**config.mk**
```make
export PLATFORM = sky130hd
export DESIGN_NAME = sprite_table_flat
export DESIGN_NICKNAME = d
export VERILOG_FILES = /design/src/rtl/sprite_table_pkg.sv /design/src/rtl/sprite_table_if.sv /design/src/rtl/sprite_table_hit_resolver.sv /design/src/rtl/sprite_table.sv /design/src/flat_wrapper.sv
export SDC_FILE = /design/constraint.sdc
export NUM_CORES = 2
export LEC_CHECK = 0
export CELL_PAD_IN_SITES_DETAIL_PLACEMENT = 1
export CELL_PAD_IN_SITES_GLOBAL_PLACEMENT = 1
export CORE_ASPECT_RATIO = 0.5
export CORE_MARGIN = 4
export CORE_UTILIZATION = 51
export DETAILED_ROUTE_END_ITERATION = 10
export GPL_TIMING_DRIVEN = 0
export PLACE_DENSITY = 0.9
export REMOVE_ABC_BUFFERS = 1
export SLEW_MARGIN = 20
export SYNTH_ARGS = -nofsm -noshare
export SYNTH_HDL_FRONTEND = slang
export SYNTH_SLANG_ARGS = --single-unit
export TNS_END_PERCENT = 10
```
**constraint.sdc**
```tcl
create_clock -name clk -period 5.24 [get_ports clk]
set_input_delay 0.786 -clock clk [delete_from_list [all_inputs] [get_ports clk]]
set_output_delay 0.786 -clock clk [all_outputs]
set_load 0.03 [all_outputs]
```
**src/rtl/sprite_table_pkg.sv**
```systemverilog
// Shared types and constants for the double-buffered sprite attribute table.
//   sprite_attr_t  : one table entry {image_id, y, x}
//   IMG_DISABLED   : image id that marks an entry as unused
//   COORD_W        : beam / sprite coordinate width
//   commit_state_t : states of the shadow-to-active commit machine
package sprite_pkg;

  localparam int COORD_W = 10;

  localparam logic [3:0] IMG_DISABLED = 4'h0;

  typedef struct packed {
    logic [3:0]         image_id;
    logic [COORD_W-1:0] y;
    logic [COORD_W-1:0] x;
  } sprite_attr_t;

  typedef enum logic {
    IDLE    = 1'b0,
    PENDING = 1'b1
  } commit_state_t;

endpackage

```
**src/rtl/sprite_table_if.sv**
```systemverilog
// Bus bundle for sprite_table: shadow-bank write port, commit/vblank control,
// beam position in, and the resolved pixel result plus status out.
//   master : drives write/wr_index/wr_data/commit/vblank/hcount/vcount
//   slave  : the table itself, drives status and resolver outputs
interface sprite_table_if #(
  parameter int IDX_W  = 5,
  parameter int ROM_AW = 10
);
  logic              write;
  logic [IDX_W-1:0]  wr_index;
  logic [23:0]       wr_data;
  logic              commit;
  logic              vblank;
  logic [9:0]        hcount;
  logic [9:0]        vcount;
  logic              commit_pending;
  logic              commit_done;
  logic              wr_err;
  logic              hit;
  logic [IDX_W-1:0]  hit_index;
  logic [3:0]        hit_image;
  logic [ROM_AW-1:0] rom_addr;

  modport master (
    output write, wr_index, wr_data, commit, vblank, hcount, vcount,
    input  commit_pending, commit_done, wr_err, hit, hit_index, hit_image, rom_addr
  );

  modport slave (
    input  write, wr_index, wr_data, commit, vblank, hcount, vcount,
    output commit_pending, commit_done, wr_err, hit, hit_index, hit_image, rom_addr
  );
endinterface

```
**src/rtl/sprite_table_hit_resolver.sv**
```systemverilog
// Combinational per-pixel hit resolver over the active sprite bank.
// Ports:
//   i_active     : active bank entries
//   i_hcount/vcount : beam position
//   o_hit, o_index, o_image, o_rom_addr : lowest-index covering sprite,
//                  all zero when nothing covers the beam
module sprite_hit_resolver
  import sprite_pkg::*;
#(
  parameter int N_SPRITES   = 20,
  parameter int SPRITE_SIZE = 32,
  parameter int IDX_W       = 5,
  parameter int ROM_AW      = 10
) (
  input  sprite_attr_t       i_active [N_SPRITES],
  input  logic [COORD_W-1:0] i_hcount,
  input  logic [COORD_W-1:0] i_vcount,
  output logic               o_hit,
  output logic [IDX_W-1:0]   o_index,
  output logic [3:0]         o_image,
  output logic [ROM_AW-1:0]  o_rom_addr
);

  localparam int SZ_W = $clog2(SPRITE_SIZE);

  logic [N_SPRITES-1:0] w_cover;
  logic [ROM_AW-1:0]    w_addr [N_SPRITES];
  logic [COORD_W-1:0]   w_dx   [N_SPRITES];
  logic [COORD_W-1:0]   w_dy   [N_SPRITES];
  logic                 w_found;

  // Compare in 11 bits so a sprite near column/row 1023 is clipped rather
  // than wrapping back to 0.
  always_comb begin
    for (int i = 0; i < N_SPRITES; i++) begin
      w_dx[i]    = i_hcount - i_active[i].x;
      w_dy[i]    = i_vcount - i_active[i].y;
      w_cover[i] = (i_active[i].image_id != IMG_DISABLED)
                && ({1'b0, i_hcount} >= {1'b0, i_active[i].x})
                && ({1'b0, i_hcount} <  {1'b0, i_active[i].x} + 11'(SPRITE_SIZE))
                && ({1'b0, i_vcount} >= {1'b0, i_active[i].y})
                && ({1'b0, i_vcount} <  {1'b0, i_active[i].y} + 11'(SPRITE_SIZE));
      // SPRITE_SIZE is a power of two, so the multiply is a shift.
      w_addr[i]  = ROM_AW'((20'(w_dy[i]) << SZ_W) + 20'(w_dx[i]));
    end
  end

  always_comb begin
    o_hit      = 1'b0;
    o_index    = '0;
    o_image    = '0;
    o_rom_addr = '0;
    w_found    = 1'b0;
    for (int i = 0; i < N_SPRITES; i++) begin
      if (w_cover[i] && !w_found) begin
        w_found    = 1'b1;
        o_hit      = 1'b1;
        o_index    = IDX_W'(i);
        o_image    = i_active[i].image_id;
        o_rom_addr = w_addr[i];
      end
    end
  end

endmodule

```
**src/rtl/sprite_table.sv**
```systemverilog
// Double-buffered sprite attribute table. Writes land in a shadow bank; a
// commit request is held until the next vblank rising edge, when the whole
// shadow bank is copied into the active bank. Each cycle the active bank is
// resolved against the beam position and the result is registered.
// Ports:
//   clk   : pixel clock
//   reset : synchronous, active low
//   bus   : sprite_table_if slave (write port, commit/vblank, beam, results)
//
// state   | meaning
// IDLE    | no commit outstanding
// PENDING | commit requested, waiting for vblank rising edge
module sprite_table
  import sprite_pkg::*;
#(
  parameter int N_SPRITES   = 20,
  parameter int SPRITE_SIZE = 32,
  parameter int IDX_W       = (N_SPRITES > 1) ? $clog2(N_SPRITES) : 1,
  parameter int ROM_AW      = 2 * $clog2(SPRITE_SIZE)
) (
  input logic           clk,
  input logic           reset,
  sprite_table_if.slave bus
);

  localparam logic [IDX_W:0] N_LIM = (IDX_W + 1)'(N_SPRITES);

  sprite_attr_t  r_shadow [N_SPRITES];
  sprite_attr_t  r_active [N_SPRITES];
  commit_state_t r_state;
  logic          r_vblank_d;
  logic          r_commit_done;
  logic          r_wr_err;
  logic          r_hit;
  logic [IDX_W-1:0]  r_hit_index;
  logic [3:0]        r_hit_image;
  logic [ROM_AW-1:0] r_rom_addr;

  logic              w_vb_rise;
  logic              w_wr_ok;
  logic              w_hit;
  logic [IDX_W-1:0]  w_hit_index;
  logic [3:0]        w_hit_image;
  logic [ROM_AW-1:0] w_rom_addr;

  assign w_vb_rise = bus.vblank && !r_vblank_d;
  assign w_wr_ok   = ({1'b0, bus.wr_index} < N_LIM);

  sprite_hit_resolver #(
    .N_SPRITES  (N_SPRITES),
    .SPRITE_SIZE(SPRITE_SIZE),
    .IDX_W      (IDX_W),
    .ROM_AW     (ROM_AW)
  ) u_resolver (
    .i_active  (r_active),
    .i_hcount  (bus.hcount),
    .i_vcount  (bus.vcount),
    .o_hit     (w_hit),
    .o_index   (w_hit_index),
    .o_image   (w_hit_image),
    .o_rom_addr(w_rom_addr)
  );

  always_ff @(posedge clk) begin
    if (!reset) begin
      r_state       <= IDLE;
      r_vblank_d    <= 1'b0;
      r_commit_done <= 1'b0;
      r_wr_err      <= 1'b0;
      r_hit         <= 1'b0;
      r_hit_index   <= '0;
      r_hit_image   <= '0;
      r_rom_addr    <= '0;
      for (int i = 0; i < N_SPRITES; i++) begin
        r_shadow[i] <= '0;
        r_active[i] <= '0;
      end
    end else begin
      r_vblank_d    <= bus.vblank;
      r_commit_done <= 1'b0;

      if (bus.write) begin
        if (w_wr_ok) r_shadow[bus.wr_index] <= sprite_attr_t'(bus.wr_data);
        else         r_wr_err <= 1'b1;
      end

      // The copy reads r_shadow before this edge's write, so a write in the
      // swap cycle only shows up at the following commit.
      case (r_state)
        IDLE: begin
          if (bus.commit) begin
            if (w_vb_rise) begin
              for (int i = 0; i < N_SPRITES; i++) r_active[i] <= r_shadow[i];
              r_commit_done <= 1'b1;
            end else begin
              r_state <= PENDING;
            end
          end
        end
        PENDING: begin
          if (w_vb_rise) begin
            for (int i = 0; i < N_SPRITES; i++) r_active[i] <= r_shadow[i];
            r_commit_done <= 1'b1;
            r_state       <= IDLE;
          end
        end
        default: r_state <= IDLE;
      endcase

      r_hit       <= w_hit;
      r_hit_index <= w_hit_index;
      r_hit_image <= w_hit_image;
      r_rom_addr  <= w_rom_addr;
    end
  end

  assign bus.commit_pending = (r_state == PENDING);
  assign bus.commit_done    = r_commit_done;
  assign bus.wr_err         = r_wr_err;
  assign bus.hit            = r_hit;
  assign bus.hit_index      = r_hit_index;
  assign bus.hit_image      = r_hit_image;
  assign bus.rom_addr       = r_rom_addr;

endmodule

```
**src/flat_wrapper.sv**
```systemverilog
// flat-port wrapper written by rule: the top's interface ports become plain ports
module sprite_table_flat import sprite_pkg::*;
#(
  parameter int N_SPRITES   = 20,
  parameter int SPRITE_SIZE = 32,
  parameter int IDX_W       = (N_SPRITES > 1) ? $clog2(N_SPRITES) : 1,
  parameter int ROM_AW      = 2 * $clog2(SPRITE_SIZE)
)
  (clk, reset, bus_write, bus_wr_index, bus_wr_data, bus_commit, bus_vblank, bus_hcount, bus_vcount, bus_commit_pending, bus_commit_done, bus_wr_err, bus_hit, bus_hit_index, bus_hit_image, bus_rom_addr);
  sprite_table_if #(.IDX_W(IDX_W), .ROM_AW(ROM_AW)) bus_i ();
  input logic clk;
  input logic reset;
  input wire logic [$bits(bus_i.write)-1:0] bus_write;
  input wire logic [$bits(bus_i.wr_index)-1:0] bus_wr_index;
  input wire logic [$bits(bus_i.wr_data)-1:0] bus_wr_data;
  input wire logic [$bits(bus_i.commit)-1:0] bus_commit;
  input wire logic [$bits(bus_i.vblank)-1:0] bus_vblank;
  input wire logic [$bits(bus_i.hcount)-1:0] bus_hcount;
  input wire logic [$bits(bus_i.vcount)-1:0] bus_vcount;
  output wire logic [$bits(bus_i.commit_pending)-1:0] bus_commit_pending;
  output wire logic [$bits(bus_i.commit_done)-1:0] bus_commit_done;
  output wire logic [$bits(bus_i.wr_err)-1:0] bus_wr_err;
  output wire logic [$bits(bus_i.hit)-1:0] bus_hit;
  output wire logic [$bits(bus_i.hit_index)-1:0] bus_hit_index;
  output wire logic [$bits(bus_i.hit_image)-1:0] bus_hit_image;
  output wire logic [$bits(bus_i.rom_addr)-1:0] bus_rom_addr;
  assign bus_i.write = bus_write;
  assign bus_i.wr_index = bus_wr_index;
  assign bus_i.wr_data = bus_wr_data;
  assign bus_i.commit = bus_commit;
  assign bus_i.vblank = bus_vblank;
  assign bus_i.hcount = bus_hcount;
  assign bus_i.vcount = bus_vcount;
  assign bus_commit_pending = bus_i.commit_pending;
  assign bus_commit_done = bus_i.commit_done;
  assign bus_wr_err = bus_i.wr_err;
  assign bus_hit = bus_i.hit;
  assign bus_hit_index = bus_i.hit_index;
  assign bus_hit_image = bus_i.hit_image;
  assign bus_rom_addr = bus_i.rom_addr;
  sprite_table #(.N_SPRITES(N_SPRITES), .SPRITE_SIZE(SPRITE_SIZE), .IDX_W(IDX_W), .ROM_AW(ROM_AW)) u_core (.clk(clk), .reset(reset), .bus(bus_i));
endmodule
```
==> flow_summary_export.csv, run 1 <==
group,metric,value,unit
global_route,track_usage,79.7,%
timing,worst-ep-kind,"sequential cell input",
status,outcome,"aborted with a tool error",
synthesis,synth_common_cells,"nand2_1, ha_1, a21oi_1, inv_1, dfxtp_1",
clock_tree,cts_max_level,3,
floorplan,fp-row-count,92,
floorplan,die_h,262,um
floorplan,io_pins,77,
synthesis,synth.distinct_cells,93,
clock_tree,cts_sinks,984,
synthesis,synth.most_common_cell,"nand2_1",
placed_design,io_buffers,76,
global_route,antenna_found_initial,76,
floorplan,start_util,51.8,%
timing,grt-worst-endpoint,"u_core.bus.rom_addr[6]$_SDFF_PN0_/D",
clock_tree,root_buffer,"clkbuf_16",
synthesis,synth_seq_area_share,37.3,%
clock_tree,cts_max_path_buffers,3,
status,haltStage,"5_1_grt",
synthesis,syn_avg_cell_area,9.21,um^2
synthesis,synthFlopType,"dfxtp_1",
floorplan,dieWidth,516,um
synthesis,ys_ff_latch,984,
clock_tree,cts_inserted_buffers,96,
synthesis,synth_top_area_share,21.9,%
clock_tree,ctsHoldBuffers,0,
synthesis,ys_warn_count,0,
placed_design,placed_area,70400,um^2
synthesis,synth_top_cell_by_area,"edfxtp_1",
global_route,overflow,685,
placed_design,hpwl,181,mm
synthesis,synthArstFlopShare,0,%
global_route,grt_max_degree,88,
synthesis,synth_edf_count,480,
synthesis,netlist_instances,7142,
placed_design,gp_congestion,0.959,
synthesis,netlist_area,65800,um^2
status,error_line,"[ERROR GRT-0232] Routing congestion too high. Check the congestion heatmap in the GUI.",
synthesis,synth.area.top_cells,"edfxtp_1, dfxtp_1, ha_1",
==> metal layers <==
layer / global-route usage [%] / overflow
met1: 77.6 / 104
met3: 76.1 / 111
met4: 71.6 / 178
met5: 72.3 / 8
met2: 89.7 / 284
==> through the flow <==
step	cells	hold WS [ps]	setup WS, ps	util [%]
4_1_cts	8940	418	2.46	58.4
3_5_place_dp	8738	445	-2450	55.4
3_3_place_gp	8621	440	-24770	53.2
2_1_floorplan	6853	436	-11330	-
==> repair_timing <==
| item | CTS |
|---|---|
| buffers inserted | 23 |
| setup endpoints to repair | 20 |
| pin swaps | 13 |
| resized for setup | 66 |
| gates cloned | 0 |
==> kinds of logic after synthesis <==
family          Yosys count  share of synthesized area (%)
simple gates           2344                           17.1
compound gates         1557                           14.6
fa+ha+maj              1000                           21.3
flops                   984                           37.3
buf+inv                 929                           5.32
xor+xnor                324                           4.32
mux                       4                         0.0647
==> inputs of run 2 (changes only) <==
CELL_PAD_IN_SITES_DETAIL_PLACEMENT = unset   (was 1)
CELL_PAD_IN_SITES_GLOBAL_PLACEMENT = unset   (was 1)
CORE_ASPECT_RATIO = unset   (was 0.5)
CORE_UTILIZATION = 40   (was 51)
PLACE_DENSITY = unset   (was 0.9)
PLACE_DENSITY_LB_ADDON = 0.15   (was unset)
==> run 2 against run 1 <==
  * The run now ends clean
  * Area after synthesis did not move
  * Synthesized cell count unchanged
==> flow_summary_export.csv, run 2 <==
group,metric,value,unit
global_route,track_usage,24.9,%
global_route,antenna_found_initial,23,
hold_path,holdPathStages,2,
pwr,switching_power,0.00745,W
pwr,clockPowerShare,37.8,%
global_route,overflow,0,
routing,wl,215,mm
setup_path,worst-setup-path-type,"input port to register",
global_route,grt_pass1_vias,49600,
finish,final_common_cell,"nand2_1",
routing,drc,0,
global_route,grt_max_degree,86,
finish,fin_cells,9483,
pwr,p_seq_share,37.0,%
timing,hold_viol,0,
timing,finClkSkew,39.6,ps
pwr,power_density,311,nW/um^2
pwr,switching_share,31.6,%
routing,wl_per_cell,22.6,um
pwr,p_leak,28.9,nW
clock_tree,root_buffer,"clkbuf_16",
run,maxCapViolCount,0,
pwr,p_int,0.0161,W
synthesis,syn_avg_cell_area,9.21,um^2
timing,setup_violations,0,
finish,syn_to_final_growth,15.2,%
synthesis,ys_ff_latch,984,
routing,drt_iter0_drc,3910,
pwr,pwr-share-comb,25.2,%
setup_path,critPathMaxFanout,20,
global_route,grt_pass1_wl,320,mm
synthesis,synth.distinct_cells,93,
timing,drv_slew,0,
setup_path,start_kind,"input port",
placed_design,hpwl,155,mm
synthesis,synth_top_area_share,21.9,%
placed_design,gp_congestion,0.888,
timing,rsz0062_at_grt,"yes",
finish,layout_common_cells,"nand2_1, ha_1, a21oi_1",
floorplan,io_pins,77,
routing,drt-pass1-iter-count,6,
timing,hold_ws,441,ps
finish,nets,8241,
placed_design,io_buffers,76,
synthesis,netlist_instances,7142,
routing,ant_nets,0,
synthesis,synth.area.top_cells,"edfxtp_1, dfxtp_1, ha_1",
synthesis,synthFlopType,"dfxtp_1",
clock_tree,ctsHoldBuffers,0,
synthesis,synth.most_common_cell,"nand2_1",
clock_tree,cts_tree,"yes",
pwr,peakVddDrop,302,uV
timing,worst_slew_pin_slew,1260,ps
timing,slew_headroom,14.9,%
setup_path,arrival,5860,ps
clock_tree,cts_inserted_buffers,116,
clock_tree,cts_max_level,3,
timing,finalCriticalPeriod,5230,ps
clock_tree,cts_sinks,984,
synthesis,ys_warn_count,0,
synthesis,synth_seq_area_share,37.3,%
floorplan,fp-row-count,148,
clock_tree,path_clk_slew,60,ps
clock_tree,insertion_delay,770,ps
floorplan,die_area,171000,um^2
routing,routed-via-count,51800,
floorplan,dieWidth,413,um
hold_path,hp-class,"input port to register",
setup_path,worst_ep_required_time,5870,ps
setup_path,crit_path_end_kind,"register",
synthesis,synthArstFlopShare,0,%
floorplan,fp.coreArea,163000,um^2
status,outcome,"complete, no violations",
finish,drive_above_1_share,7.18,%
routing,viasPerCell,5.46,
synthesis,synth_edf_count,480,
synthesis,synth_top_cell_by_area,"edfxtp_1",
floorplan,start_util,40.3,%
clock_tree,cts_max_path_buffers,3,
timing,fin_crit_sh,99.7,%
synthesis,netlist_area,65800,um^2
synthesis,synth_common_cells,"nand2_1, ha_1, a21oi_1, inv_1, dfxtp_1",
placed_design,numPlacedInstances,9225,
floorplan,die_h,413,um
setup_path,reg2reg_depth,16,
timing,fmaxAchievable,0.191,GHz
-- run 2: timing repair --
item / 4_1_cts / 5_1_grt
pin swaps: 7 / 9
resized for setup: 57 / 25
buffers inserted: 11 / 8
setup endpoints to repair: 19 / 19
-- run 2: path summary, 6_finish.rpt --
path / slack, ps / end / from
hold / removal: 440 / u_core.r_vblank_d$_SDFF_PN0_ / reset
setup reg to reg: 200 / u_core.bus.rom_addr[6]$_SDFF_PN0_ / u_core.r_active[365]$_SDFFE_PN0P_
hold reg to reg: 460 / u_core.r_active[276]$_SDFFE_PN0P_ / u_core.r_active[276]$_SDFFE_PN0P_
setup / recovery: 10 / u_core.bus.rom_addr[8]$_SDFF_PN0_ / bus_vcount[0]
-- run 2: cell families after synthesis --
kind of cell,after synthesis,share of synthesized area [%]
AOI/OAI and AO/OA,1557,14.6
and+or+nand+nor,2344,17.1
xor gates and xnor gates,324,4.32
muxes,4,0.0647
buffers and inverters,929,5.32
adders and majority gates,1000,21.3
DFF,984,37.3
-- run 2: worst max-delay path, stage by stage --
cell and delay, ps:
clkdlybuf4s50_1 440, inv_4 80, buf_16 250, ha_1 200, inv_1 70, fa_1 400, nand3_1 110, a31oi_1 100
o41ai_1 260, a22oi_1 260, and2_1 390, nor4_4 410, buf_6 230, nand4_4 270, or4b_4 670, a21oi_4 240
o211ai_1 240, a31oi_2 350
-- run 2: area by class of cell --
class / instances / area (um^2)
Clock buffer: 158 / 3290
Inverter: 640 / 2430
Tap cell: 2175 / 2720
Timing Repair Buffer: 216 / 3500
Sequential cell: 984 / 24500
Multi-Input combinational cell: 5229 / 38400
Clock inverter: 62 / 913
Antenna cell: 19 / 47.5
Fill cell: 15400 / 87400
-- run 2: stage by stage --
stage | cell area, um^2 | util [%] | setup WS (ps) | total power, W | TNS (ps)
after floorplan | 64700 | - | -11330 | 0.0126 | -5481430
after global placement | 68100 | 41.8 | -25980 | 0.0147 | -
after detailed placement | 71000 | 43.6 | -2410 | 0.0147 | -36540
after CTS | 75600 | 46.3 | -79.8 | 0.0237 | -232
after global routing | 75700 | 46.4 | -70.5 | 0.0246 | -129
final | 75800 | 46.4 | 14.3 | 0.0236 | 0
-- run 2: power groups by stage --
stage	logic, W	clock network, W	registers [W]
after global routing	0.00650	0.00935	0.00876
after floorplan	0.00371	0	0.00888
after CTS	0.00592	0.00906	0.00871
after detailed placement	0.00583	0	0.00887
final	0.00594	0.00891	0.00871
after global placement	0.00586	0	0.00889
-- run 2: metal layers --
layer	wire (um)	track usage [%]
met2	99800	41.1
met4	6180	7.33
met3	13300	2.90
met5	0	0
met1	95300	34.2
Note: power is estimated with default switching activity, not from simulation.
